**config.mk**
```make
export PLATFORM = sky130hd
export DESIGN_NAME = ro_pair_sequencer
export DESIGN_NICKNAME = d
export VERILOG_FILES = /design/src/rtl/ro_pair_sequencer.sv
export SDC_FILE = /design/constraint.sdc
export NUM_CORES = 1
export LEC_CHECK = 0
export BUFFER_PORTS_ARGS = -buffer_cell sky130_fd_sc_hd__clkbuf_2
export CORE_ASPECT_RATIO = 0.7
export CORE_UTILIZATION = 57
export CTS_CLUSTER_SIZE = 16
export DETAILED_ROUTE_END_ITERATION = 7
export PLACE_DENSITY = 0.79
export RECOVER_POWER = 50
export SLEW_MARGIN = 25
export SYNTH_ARGS = -nofsm -noshare
export SYNTH_HDL_FRONTEND = slang
export SYNTH_SLANG_ARGS = --single-unit
```
**constraint.sdc**
```tcl
create_clock -name clk -period 3.2 [get_ports clk]
set_input_delay 0.48 -clock clk [delete_from_list [all_inputs] [get_ports clk]]
set_output_delay 0.48 -clock clk [all_outputs]
set_load 0.01 [all_outputs]
```
**src/rtl/ro_pair_sequencer.sv**
```systemverilog
// Ring-oscillator PUF pair sequencer: selects RO A then RO B, counts synchronized
// rising edges of each over a fixed window and reports whether A was faster.
module ro_pair_sequencer #(
  parameter int SETTLE = 4,
  parameter int WINDOW = 1024,
  parameter int CNT_W  = 16
) (
  input  logic             clk,
  input  logic             rst_n,
  input  logic             start,
  input  logic [7:0]       challenge,
  input  logic             ro_in,
  output logic [3:0]       ro_sel,
  output logic             ro_en,
  output logic             busy,
  output logic             done,
  output logic             response,
  output logic [CNT_W-1:0] count_a,
  output logic [CNT_W-1:0] count_b
);

  // state    | meaning
  // IDLE     | waiting for start, oscillators off, results held
  // SETTLE_A | RO A enabled, counter held at 0 while it settles
  // COUNT_A  | counting RO A rising edges for WINDOW cycles
  // SETTLE_B | RO B enabled, counter held at 0
  // COUNT_B  | counting RO B rising edges for WINDOW cycles
  // DONE     | one-cycle result strobe
  typedef enum logic [2:0] {
    ST_IDLE,
    ST_SETTLE_A,
    ST_COUNT_A,
    ST_SETTLE_B,
    ST_COUNT_B,
    ST_DONE
  } state_t;

  localparam int TMR_MAX = (SETTLE > WINDOW) ? SETTLE : WINDOW;
  localparam int TMR_W   = (TMR_MAX > 1) ? $clog2(TMR_MAX) : 1;
  localparam logic [TMR_W-1:0] SETTLE_LD = TMR_W'(SETTLE - 1);
  localparam logic [TMR_W-1:0] WINDOW_LD = TMR_W'(WINDOW - 1);
  localparam logic [CNT_W-1:0] CNT_MAX   = {CNT_W{1'b1}};

  state_t           state_q;
  state_t           state_d;
  logic [TMR_W-1:0] tmr_q;
  logic [TMR_W-1:0] tmr_d;
  logic             tc;

  logic [3:0]       sel_b_q;
  logic             sync1;
  logic             sync2;
  logic             sync3;
  logic             ro_rise;
  logic             counting;
  logic [CNT_W-1:0] cnt_q;
  logic [CNT_W-1:0] cnt_nxt;

  assign tc      = (tmr_q == '0);
  assign ro_rise = sync2 & ~sync3;

  // Counter saturates instead of wrapping so a fast RO never looks slow.
  assign cnt_nxt = (ro_rise && (cnt_q != CNT_MAX)) ? cnt_q + CNT_W'(1) : cnt_q;

  always_ff @(posedge clk or negedge rst_n) begin
    if (!rst_n) begin
      state_q <= ST_IDLE;
      tmr_q   <= '0;
    end else begin
      state_q <= state_d;
      tmr_q   <= tmr_d;
    end
  end

  always_comb begin
    state_d  = state_q;
    tmr_d    = tmr_q;
    ro_en    = 1'b0;
    busy     = 1'b1;
    done     = 1'b0;
    counting = 1'b0;
    unique case (state_q)
      ST_IDLE: begin
        busy = 1'b0;
        if (start) begin
          state_d = ST_SETTLE_A;
          tmr_d   = SETTLE_LD;
        end
      end
      ST_SETTLE_A: begin
        ro_en = 1'b1;
        if (tc) begin
          state_d = ST_COUNT_A;
          tmr_d   = WINDOW_LD;
        end else begin
          tmr_d = tmr_q - TMR_W'(1);
        end
      end
      ST_COUNT_A: begin
        ro_en    = 1'b1;
        counting = 1'b1;
        if (tc) begin
          state_d = ST_SETTLE_B;
          tmr_d   = SETTLE_LD;
        end else begin
          tmr_d = tmr_q - TMR_W'(1);
        end
      end
      ST_SETTLE_B: begin
        ro_en = 1'b1;
        if (tc) begin
          state_d = ST_COUNT_B;
          tmr_d   = WINDOW_LD;
        end else begin
          tmr_d = tmr_q - TMR_W'(1);
        end
      end
      ST_COUNT_B: begin
        ro_en    = 1'b1;
        counting = 1'b1;
        if (tc) begin
          state_d = ST_DONE;
        end else begin
          tmr_d = tmr_q - TMR_W'(1);
        end
      end
      ST_DONE: begin
        done    = 1'b1;
        state_d = ST_IDLE;
      end
      default: begin
        state_d = ST_IDLE;
        tmr_d   = '0;
      end
    endcase
  end

  // Synchronizer runs continuously; SETTLE >= 3 flushes the previous RO's samples.
  always_ff @(posedge clk or negedge rst_n) begin
    if (!rst_n) begin
      sync1 <= 1'b0;
      sync2 <= 1'b0;
      sync3 <= 1'b0;
    end else begin
      sync1 <= ro_in;
      sync2 <= sync1;
      sync3 <= sync2;
    end
  end

  always_ff @(posedge clk or negedge rst_n) begin
    if (!rst_n) begin
      cnt_q    <= '0;
      sel_b_q  <= '0;
      ro_sel   <= '0;
      count_a  <= '0;
      count_b  <= '0;
      response <= 1'b0;
    end else begin
      cnt_q <= (counting && !tc) ? cnt_nxt : '0;
      unique case (state_q)
        ST_IDLE: begin
          if (start) begin
            ro_sel   <= challenge[7:4];
            sel_b_q  <= challenge[3:0];
            count_a  <= '0;
            count_b  <= '0;
            response <= 1'b0;
          end
        end
        ST_COUNT_A: begin
          if (tc) begin
            count_a <= cnt_nxt;
            ro_sel  <= sel_b_q;
          end
        end
        ST_COUNT_B: begin
          if (tc) begin
            count_b  <= cnt_nxt;
            response <= (count_a > cnt_nxt);
          end
        end
        default: begin
        end
      endcase
    end
  end

endmodule
```
==> results.md <==
* Minimum clock period at approximately 3.1 ns
* DRT antenna net count at 0
* Post-synth top flop: dfrtp_1
* Synth warn at 0
* Vias per Instance at ~6.3
* Gp weighted congestion at 0.918
* Initial Util at 0.599
* Synth top cells by count: dfrtp_1 (73), nand3_1 (47), nor2_1 (44)
* Initial DRC Count at roughly 280
* Maximum vdd drop at between 300 and 400 µV
* Util after Layout at 0.699
* Synthesized area at 0.00378 mm²
* Worst path cell trace: ha_2 -> nand4_1 -> or4_4 -> buf_4 -> and3_1 -> nand3_1 -> xor2_1 -> ha_1 -> a21oi_1 -> o21ai_1 -> a21oi_1 -> o21ai_0 -> a31oi_1 -> o21ai_1
* Critical path class: flip-flop to flip-flop
* Top cells by area, synth: dfrtp_1 (48%), nand3_1 (6.2%), ha_1 (5.6%)
* Io pins at 52
* GRT Residual Overflow at 0
* Max-slew violations at 74
* First-pass GRT wire length at approximately 16 mm
* Synthesized instance count at approximately 400
* Area delta synth->final at 16.7%
* Vias in the first global route at about 3100
* Cell taking the most area after synthesis: dfrtp_1
* DR WL/cell at 18.0 µm
* Power per Cell Area at 416 mW/mm²
* Syn nets at ~420
* Port bufs at 51
* 1st-pass router iterations at 5
* Data required time of the critical path at between 3 and 4 ns
* Remaining DRCs at 0
* Die ar. at around 0.0070 mm²
* Clock Sinks at 73
* Fin Setup TNS at 0 ns
* Status: finished, violations left
* RR Startpoint: cnt_q[0]$_DFF_PN0_
* CP startpoint: cnt_q[0]$_DFF_PN0_
* Core box area at roughly 0.0063 mm²
* DP Wirelength at roughly 6.8 mm
* Seq cells post-synth at 73
* Ys async rst share at 1.00
* Worst-Skew Late Latency at 0.36 ns
* Max Clock Freq at around 0.32 GHz
* Critical path's slowest cell: or4_4
* Post-synthesis sequential area ratio at 0.483
* H-tree levels at 3
* Die X at approximately 99 µm
* P_leak at between 1.5 and 2 nW
* Top-count cell post-synth: dfrtp_1
* Register area at 0.00183 mm²
* WL final at 9.67 mm
* CTS tree: done
* Number of synthesized flops with an enable pin at 0
* Clock Tree Root: clkbuf_8
* Hold WC Path Type: primary input to flip-flop
* Cell Count, Final, Fillers Out at roughly 540
* Die Height at between 70 and 80 µm
* Gr usage total at 0.301
* Setup crit start kind: flip-flop
* ANT cells at 0
* Largest net degree at the start of global routing at 74
* Post-synthesis cell type count at 54
* Min-Delay Startpoint: ro_in
* Share of layout cells above drive strength 1 at 0.192
* Hold violation count in the final report at 0
* Top-area cell type share of the netlist area at 0.483
* Fin crit share at 0.981
* Failing checks: max-capacitance violations, max-slew violations
* Vias at 3373
* Crit. End Element: flip-flop
* Largest buffer count on any clock path at 2
* Layout Nets at roughly 480
* CP Data Arrival Time at between 3 and 4 ns
* Worst slew margin at -0.169
* Final setup fails at 0
* Initial antenna violation count at 0
* Syn_area_per_cell at around 9.6 µm²
* Cts bufs inserted at 9
* FP Rows at 24
* # hold bufs at CTS at 0
* Clock Skew at about 0.011 ns
* Worst Max-Slew Pin Slew at between 1.5 and 2 ns
* Multi-input gate area at 0.00182 mm²
* Layout fillers at approximately 500
* Largest stage delay, worst path at 0.54 ns
* CTS clock-pin slew for the worst setup and hold paths at 0.08 ns
* Cells after DPL at between 500 and 600
* Number of max-cap violations at 1
* Crit Path Max Fanout at 5
[placed cells by master, fill, tap and decap left out, types with 6 or more instances in the layout]
cell | synthesis | final
a21oi_1 | 16 | 16
buf_4 | 0 | 16
clkbuf_1 | 8 | 17
clkbuf_2 | 0 | 35
clkbuf_8 | 0 | 9
dfrtp_1 | 73 | 73
ha_1 | 17 | 16
inv_1 | 14 | 14
nand2_1 | 20 | 20
nand3_1 | 47 | 47
nand4_1 | 8 | 8
nor2_1 | 44 | 44
nor3_1 | 6 | 6
o21ai_0 | 23 | 22
o21ai_1 | 22 | 23
o22ai_1 | 7 | 7
xnor2_1 | 13 | 13
xor2_1 | 7 | 7
[power by group]
| part | internal (mW) | switching [mW] |
|---|---|---|
| Sequential | 0.924 | 0.00124 |
| Combinational | 0.00885 | 0.0228 |
| Clock | 0.522 | 0.357 |
[final timing paths]
| kind | to | slack, ns | depth (start not counted) |
|---|---|---|---|
| min in group asynchronous | ro_sel[3]$_DFFE_PN0P_ | 0.66 | 2 |
| min | sync1$_DFF_PN0_ | 0.23 | 1 |
| max reg2reg | response$_DFFE_PN0P_ | 0.06 | 14 |
| min reg2reg | sync2$_DFF_PN0_ | 0.35 | 0 |
| max | response$_DFFE_PN0P_ | 0.06 | 14 |
| max in group asynchronous | tmr_q[4]$_DFFE_PN0P_ | 1.48 | 2 |
[registers in the layout (all words and copies together), names as in the netlist]
signal and count:
cnt_q 16, count_a 16, count_b 16, response 1, ro_sel 4, sel_b_q 4, state_q 3, sync1 1
sync2 1, sync3 1, tmr_q 10
[final cells by class]
type / count / share of cell area
sequential: 73 / 0.414
timing repair buffer: 68 / 0.0817
clock inverter: 6 / 0.0264
clock buffer: 10 / 0.0289
tap: 78 / 0.0221
multi-input combinational: 287 / 0.414
inverter: 15 / 0.0128
[layer usage]
layer / routed length, µm / track usage
met3: 999 / 0.0971
met4: 175 / 0.0980
met2: 4110 / 0.415
met5: 0 / 0
met1: 4390 / 0.447
[per-stage QoR]
step / total power [mW] / setup slack, ns / cell area [µm²] / hold WS, ns
after floorplan: 0.948 / 0.287 / 3780 / 0.184
after global placement: 0.975 / 0.291 / 4140 / 0.334
after detailed placement: 0.976 / 0.103 / 4140 / 0.335
after CTS: 1.85 / 0.0679 / 4390 / 0.215
after global routing: 1.89 / -0.0157 / 4410 / 0.211
final: 1.84 / 0.0594 / 4410 / 0.232
[repair_timing]
action                                 in CTS  in global routing
buffers inserted                            0                  4
gates resized for setup                     0                  5
endpoints found under the hold margin       0                  0
setup endpoints to repair                   0                  1
[cells by family after synthesis]
| logic type | count (synthesis) | share of synthesized area |
|---|---|---|
| AOI/OAI and AO/OA | 94 | 0.161 |
| xor gates and xnor gates | 21 | 0.0506 |
| adders and majority gates | 17 | 0.0563 |
| buffers and inverters | 34 | 0.0377 |
| DFF | 73 | 0.483 |
| muxes | 5 | 0.0146 |
| and+or+nand+nor | 150 | 0.197 |
[critical path: cells and delay by family (launching register included)]
family | cells | cell delay [ns]
buf+inv | 1 | 0.16
compound gates | 6 | 0.83
simple gates | 4 | 0.94
flops | 1 | 0.39
fa+ha+maj | 2 | 0.49
xor+xnor | 1 | 0.22
Note: power is estimated with default switching activity, not from simulation.
